$ cat src/rtl/l2_coalescing_write_buffer_pkg.sv
// Shared defaults and drain-state encoding for the L2 coalescing write buffer.
package l2_coalescing_write_buffer_pkg;
    localparam int WB_L2_DEPTH        = 8;
    localparam int WB_L2_LINE_WORDS   = 4;
    localparam int WB_L2_DRAIN_THRESH = 4;

    typedef enum logic {WB_IDLE, WB_DRAIN} wb_l2_state_e;
endpackage

$ cat src/rtl/l2_coalescing_write_buffer_tag_match.sv
// Parallel tag compare: store-merge one-hot plus youngest matching entry for the L2 miss probe.
module l2_wb_tag_match
    import l2_coalescing_write_buffer_pkg::*;
#(
    parameter int TAG_W = 26,
    parameter int DEPTH = WB_L2_DEPTH,
    localparam int IW = $clog2(DEPTH),
    localparam int PW = IW + 1
) (
    input  logic [DEPTH-1:0][TAG_W-1:0] tags,
    input  logic [DEPTH-1:0]            valid,
    input  logic [DEPTH-1:0]            lock,
    input  logic [PW-1:0]               head,
    input  logic [PW-1:0]               tail,
    input  logic [TAG_W-1:0]            st_tag,
    input  logic [TAG_W-1:0]            ld_tag,
    output logic [DEPTH-1:0]            merge_oh,
    output logic                        merge_hit,
    output logic                        probe_hit,
    output logic [IW-1:0]               probe_idx
);
    logic [PW-1:0] occ;

    for (genvar i = 0; i < DEPTH; i++) begin : g_cmp
        assign merge_oh[i] = valid[i] && !lock[i] && (tags[i] == st_tag);
    end
    assign merge_hit = |merge_oh;
    assign occ       = tail - head;

    // Walk oldest to youngest so the last match wins.
    always_comb begin
        logic [IW-1:0] idx;
        probe_hit = 1'b0;
        probe_idx = '0;
        idx       = '0;
        for (int k = 0; k < DEPTH; k++) begin
            idx = head[IW-1:0] + IW'(k);
            if (PW'(k) < occ && valid[idx] && tags[idx] == ld_tag) begin
                probe_hit = 1'b1;
                probe_idx = idx;
            end
        end
    end
endmodule

$ cat src/rtl/l2_coalescing_write_buffer.sv
// Line-granular coalescing write buffer between L2 and memory; FIFO drain with store merge.
// Optional WB_L2_FORWARD_EN adds ld_data/ld_be forwarding from the youngest probe match.
module l2_coalescing_write_buffer
    import l2_coalescing_write_buffer_pkg::*;
#(
    parameter int DATA_W       = 32,
    parameter int LINE_WORDS   = WB_L2_LINE_WORDS,
    parameter int TAG_W        = 26,
    parameter int DEPTH        = WB_L2_DEPTH,
    parameter int DRAIN_THRESH = WB_L2_DRAIN_THRESH,
    localparam int BPW    = DATA_W / 8,
    localparam int LINE_W = LINE_WORDS * DATA_W,
    localparam int LINE_B = LINE_WORDS * BPW,
    localparam int IW     = $clog2(DEPTH),
    localparam int PW     = IW + 1,
    localparam int WIW    = $clog2(LINE_WORDS)
) (
    input  logic              clk_l2,
    input  logic              rst_n,
    input  logic              st_valid,
    output logic              st_ready,
    input  logic [TAG_W-1:0]  st_line_addr,
    input  logic [WIW-1:0]    st_word_idx,
    input  logic [DATA_W-1:0] st_data,
    input  logic [BPW-1:0]    st_be,
    input  logic              flush,
    output logic              mem_valid,
    input  logic              mem_ready,
    output logic [TAG_W-1:0]  mem_line_addr,
    output logic [LINE_W-1:0] mem_data,
    output logic [LINE_B-1:0] mem_be,
    input  logic [TAG_W-1:0]  ld_line_addr,
    output logic              ld_hit,
    output logic              ld_full_line,
`ifdef WB_L2_FORWARD_EN
    output logic [LINE_W-1:0] ld_data,
    output logic [LINE_B-1:0] ld_be,
`endif
    output logic [PW-1:0]     count,
    output logic              full,
    output logic              empty
);
    logic [DEPTH-1:0]              vld;
    logic [DEPTH-1:0][TAG_W-1:0]   tags;
    logic [DEPTH-1:0][LINE_W-1:0]  dat;
    logic [DEPTH-1:0][LINE_B-1:0]  msk;
    logic [PW-1:0]                 head, tail, cnt_nxt;
    logic [IW-1:0]                 head_idx, tail_idx, probe_idx;
    logic [DEPTH-1:0]              lock, merge_oh;
    logic                          merge_hit, probe_hit;
    logic                          accept, alloc, drain_fire, go;
    logic [LINE_B-1:0]             be_line;
    logic [LINE_W-1:0]             data_line;
    wb_l2_state_e                  state;

    assign head_idx = head[IW-1:0];
    assign tail_idx = tail[IW-1:0];
    assign count    = tail - head;
    assign empty    = (head == tail);
    assign full     = (head_idx == tail_idx) && (head[PW-1] != tail[PW-1]);
    assign lock     = (state == WB_DRAIN) ? (DEPTH'(1) << head_idx) : '0;

    l2_wb_tag_match #(.TAG_W(TAG_W), .DEPTH(DEPTH)) u_match (
        .tags(tags), .valid(vld), .lock(lock), .head(head), .tail(tail),
        .st_tag(st_line_addr), .ld_tag(ld_line_addr),
        .merge_oh(merge_oh), .merge_hit(merge_hit),
        .probe_hit(probe_hit), .probe_idx(probe_idx)
    );

    // full is registered state only, so mem_ready never reaches st_ready.
    assign st_ready   = merge_hit || !full;
    assign accept     = st_valid && st_ready;
    assign alloc      = accept && !merge_hit;
    assign drain_fire = mem_valid && mem_ready;
    assign cnt_nxt    = count + PW'(alloc) - PW'(drain_fire);
    assign go         = (cnt_nxt != '0) && ((cnt_nxt >= PW'(DRAIN_THRESH)) || flush);

    // Place the store word at its line position; unselected bytes stay zero.
    always_comb begin
        be_line   = '0;
        data_line = '0;
        for (int w = 0; w < LINE_WORDS; w++)
            for (int b = 0; b < BPW; b++)
                if (w == int'(st_word_idx) && st_be[b]) begin
                    be_line[w*BPW+b]           = 1'b1;
                    data_line[(w*BPW+b)*8 +: 8] = st_data[b*8 +: 8];
                end
    end

    always_ff @(posedge clk_l2 or negedge rst_n) begin
        if (!rst_n) begin
            vld  <= '0;
            tags <= '0;
            dat  <= '0;
            msk  <= '0;
            head <= '0;
            tail <= '0;
        end else begin
            if (drain_fire) begin
                vld[head_idx] <= 1'b0;
                head          <= head + PW'(1);
            end
            if (alloc) begin
                vld[tail_idx]  <= 1'b1;
                tags[tail_idx] <= st_line_addr;
                dat[tail_idx]  <= data_line;
                msk[tail_idx]  <= be_line;
                tail           <= tail + PW'(1);
            end
            for (int i = 0; i < DEPTH; i++)
                if (accept && merge_oh[i]) begin
                    msk[i] <= msk[i] | be_line;
                    for (int b = 0; b < LINE_B; b++)
                        if (be_line[b]) dat[i][b*8 +: 8] <= data_line[b*8 +: 8];
                end
        end
    end

    // Drain decision looks at post-edge occupancy so draining starts right after the trigger store.
    always_ff @(posedge clk_l2 or negedge rst_n) begin
        if (!rst_n) begin
            state     <= WB_IDLE;
            mem_valid <= 1'b0;
        end else begin
            case (state)
                WB_IDLE: if (go) begin
                    state     <= WB_DRAIN;
                    mem_valid <= 1'b1;
                end
                WB_DRAIN: if (mem_ready) begin
                    state     <= go ? WB_DRAIN : WB_IDLE;
                    mem_valid <= go;
                end
                default: begin
                    state     <= WB_IDLE;
                    mem_valid <= 1'b0;
                end
            endcase
        end
    end

    assign mem_line_addr = vld[head_idx] ? tags[head_idx] : '0;
    assign mem_data      = vld[head_idx] ? dat[head_idx]  : '0;
    assign mem_be        = vld[head_idx] ? msk[head_idx]  : '0;
    assign ld_hit        = probe_hit;
    assign ld_full_line  = probe_hit && (&msk[probe_idx]);
`ifdef WB_L2_FORWARD_EN
    assign ld_data       = probe_hit ? dat[probe_idx] : '0;
    assign ld_be         = probe_hit ? msk[probe_idx] : '0;
`endif

`ifndef SYNTHESIS
    a_no_alloc_full: assert property (@(posedge clk_l2) disable iff (!rst_n) !(alloc && full));
    a_no_drain_empty: assert property (@(posedge clk_l2) disable iff (!rst_n) !(drain_fire && empty));
`endif
endmodule

$ cat config.mk
export PLATFORM = sky130hd
export DESIGN_NAME = l2_coalescing_write_buffer
export DESIGN_NICKNAME = d
export VERILOG_FILES = /design/src/rtl/l2_coalescing_write_buffer_pkg.sv /design/src/rtl/l2_coalescing_write_buffer_tag_match.sv /design/src/rtl/l2_coalescing_write_buffer.sv
export SDC_FILE = /design/constraint.sdc
export NUM_CORES = 2
export LEC_CHECK = 0
export CELL_PAD_IN_SITES_DETAIL_PLACEMENT = 1
export CELL_PAD_IN_SITES_GLOBAL_PLACEMENT = 2
export CORE_MARGIN = 8
export CORE_UTILIZATION = 40
export DETAILED_ROUTE_END_ITERATION = 8
export GPL_TIMING_DRIVEN = 1
export PLACE_DENSITY_LB_ADDON = 0.25
export SLEW_MARGIN = 0
export SYNTH_ARGS = -nofsm -noshare
export SYNTH_HDL_FRONTEND = slang
export SYNTH_SLANG_ARGS = --single-unit
$ cat constraint.sdc
create_clock -name clk_l2 -period 6 [get_ports clk_l2]
set_clock_uncertainty 0.15 [all_clocks]
set_input_delay 0.6 -clock clk_l2 [delete_from_list [all_inputs] [get_ports clk_l2]]
set_output_delay 0.6 -clock clk_l2 [all_outputs]
set_load 0.03 [all_outputs]
==> results.toml <==
[final_layout]
nets = 6604
stdcell_area_um2 = 90700
drive_gt1_share_pct = 28.6
layout-area-overhead-vs-synth_pct = 22.1
n_fill_cell = 18700
stdcell_count = 9095

[floorplan]
start_util_pct = 40.2
coreArea_um2 = 185000
rows = 158
die-area_um2 = 200000
die_y_um = 447
ios = 275
die_w_um = 447

[place]
dp_hpwl_mm = 224
gp_congestion = 1.10
place_area_um2 = 83800
place_inst = 8734
io_buffers = 274

[global_routing]
grt-ovfl-total = 0
grt_max_degree = 180
grt_pass1_wl_mm = 472
first_global_vias = 62200
track_usage_pct = 31.9
antenna_found_initial = 15

[cts]
clock-root-buffer = "clkbuf_16"
cts.sink_count = 1378
cts_made_buffers = 153
h-tree-depth = 4
clkTransAtPathRegs_ns = 0.06
clock_latency_ns = 0.82
clk_path_buf_depth = 3
cts_tree = "yes"

[power]
power_density_nw_per_um2 = 663
p_clk_share_pct = 16.0
vdd_drop_max_uv = 943
comb_power_share_pct = 56.1
internal_power_w = 0.0336
power_frac_seq_pct = 27.9
switching_share_pct = 44.1
total_leakage_power_nw = 40.0
power.net_switching_w = 0.0265

[sta]
fin_setup_tns_ns = -0.350
holdWs_ns = 0.305
fin_crit_sh_pct = 106
slew_violations = 0
fmax_ghz = 0.157
worst_slew_pin_slew_ns = 1.42
final.setup.worst_slack_ns = -0.350
relSlewSlack_pct = 4.24
rsz0062_at_grt = "true"
final-setup-viol-count = 1
final.min_clock_period_ns = 6.35
hold_violations = 0

[worst_setup_path]
worstPathArrival_ns = 5.60
critical_path_buf_inv_count = 7
critical_path.slowest_cell = "mux4_2"
r2r_setup_slack_ns = 0.85
critPathMaxStageDelay_ns = 0.55
cp-start-kind = "flip-flop"
startpoint = "head[1]$_DFFE_PN0P_"
reg2reg_depth = 9
path_delay_family = "compound AO/OA/AOI/OAI gates"
cp.depth = 19
end_kind = "primary output"
r2r_end = "dat[40]$_DFF_PN0_"
cp.required_ns = 5.25
worstReg2RegStart = "head[2]$_DFFE_PN0P_"
cp-endpoint = "ld_full_line"
worstSetupPathType = "reg -> out"
critPathMaxFanout = 9
worstPathCellList = "clkinvlp_4, buf_4, ha_4, buf_4, mux4_2, xnor2_1, buf_4, o2111ai_2, nor4_4, nand3_1, buf_4, nand2_1, o21bai_2, buf_4, a41o_1, a211oi_2, a221o_1, a21boi_4, buf_12"
crit_top_cell = "buf_4"

[drt]
drt-pass1-iter-count = 5
vias = 59500
drt-vias-per-instance = 6.55
wl_per_cell_um = 35.6
wl_mm = 324
drcViolationCount = 0
drtAntennaViolNets = 0
first_iter_violations = 6292

[yosys]
synth_most_common_cell = "dfrtp_1"
ys_async_sr_fraction_pct = 100
syn_area_per_cell_um2 = 12.8
syn_inst = 5820
ys_top_cells_by_count = "1378 x dfrtp_1, 1028 x a22o_1, 495 x mux4_2"
synth_top_area_share_pct = 46.4
synth_edf_count = 0
synth_seq_area_share_pct = 46.4
synth_seq_cells = 1378
syn-num-nets = 5939
synth_top_area_cell = "dfrtp_1"
synth.distinct_cells = 74
synth_area_um2 = 74300
synth_flop_cell = "dfrtp_1"
yosys-top-cells-area = "dfrtp_1 46%, mux4_2 15%, a22o_1 12%"
yosys_warnings = 0

[run_status]
violations = "negative setup slack"
status = "complete, but fails checks"

[run]
drv_cap = 0

[worst_hold_path]
hp-class = "in -> reg"
min-delay-start = "mem_ready"
worst min-delay path by stage:
stage / depth (start not counted) / slack [ns] / endpoint
floorplan: 0 / 0.15 / dat[0]$_DFF_PN0_
global placement: 1 / 0.32 / tail[3]$_DFFE_PN0N_
detailed placement: 1 / 0.33 / tail[3]$_DFFE_PN0N_
CTS: 2 / 0.25 / state$_DFF_PN0_
global route: 2 / 0.32 / state$_DFF_PN0_
finish: 2 / 0.31 / state$_DFF_PN0_
layout by cell type, fill, tap and decap left out, types with 27 or more instances in the layout:
cell type           n
nor2_2             43
a22o_1           1028
nand3_1            34
clkbuf_16         156
clkbuf_8           34
nor2_4             40
xnor2_1           161
mux4_2            495
clkinv_2           27
nand4_1            91
buf_12             71
a22oi_1            69
nand2_1           380
xor2_1            213
a21oi_1           305
nor4_1             50
mux2i_1           285
buf_4             614
clkdlybuf4s50_1   270
clkbuf_1           38
dfrtp_1          1375
nor2_1            113
a21o_1            135
mux2_2            210
registers in the layout (all words and copies together), names as in the netlist:
name / cells
vld: 8
dat: 1024
tags: 208
msk: 128
mem_valid: 1
tail: 4
state: 1
head: 4
cells by family (layout without fill, tap and decap cells):
| kind of cell | Yosys count | count (layout) | synth area share (%) |
|---|---|---|---|
| compound gates | 1632 | 1632 | 17.3 |
| xor+xnor | 400 | 400 | 4.73 |
| fa+ha+maj | 24 | 24 | 0.424 |
| buf+inv | 507 | 1296 | 2.99 |
| flops | 1378 | 1378 | 46.4 |
| mux | 1009 | 1009 | 22.3 |
| other cells | 0 | 6 | 0 |
| simple gates | 870 | 870 | 5.90 |
through the flow:
step / utilization (%) / power, W / worst slack, ns
after detailed placement: 45.3 / 0.0476 / -0.438
after CTS: 48.7 / 0.0589 / -0.301
final: 49.0 / 0.0602 / -0.350
after global placement: 45.3 / 0.0470 / -0.499
after floorplan: - / 0.0351 / 0.100
after global routing: 49.0 / 0.0622 / -0.412
power groups by stage:
stage	combinational, W	clock [W]	sequential, W
detailed placement	0.0309	0	0.0167
global placement	0.0306	0	0.0165
finish	0.0338	0.00962	0.0168
CTS	0.0325	0.00979	0.0166
floorplan	0.0202	0	0.0149
global route	0.0350	0.0101	0.0171
per-layer routing:
metal	up-vias	global-route usage, %	share of wire, %	routed length (um)
met2	2733	50.0	46	150000
met3	630	5.86	7.5	24300
met5	-	0	0.014	46
met1	32300	43.8	41	134000
met4	10	13.2	4.9	15700
li1	23900	-	-	-
area by class of cell:
type	count	area [um^2]	area share, %
clock inverter	52	591	0.651
multi-input combinational	3935	38600	42.5
timing repair buffer	991	9350	10.3
antenna	6	15.0	0.0165
sequential	1378	34500	38.0
inverter	26	124	0.137
clock buffer	227	4490	4.95
tap	2480	3100	3.42
worst reg2reg max path: stages, from the launching register on:
cell	delay (ns)
dfrtp_4	0.46
buf_12	0.52
and2b_1	0.36
a2111oi_0	0.95
nand3_1	0.25
nor4_2	1.11
nor2_2	0.15
buf_4	0.25
nor2_1	0.64
a22o_1	0.25
timing repair:
item,in CTS,in global routing
hold endpoints to repair,96,0
pin swaps,35,48
gates cloned,4,1
hold buffers,1,0
setup endpoints to repair,92,17
resized for setup,123,74
buffers inserted,46,25
(Power assumes the default switching activity.)
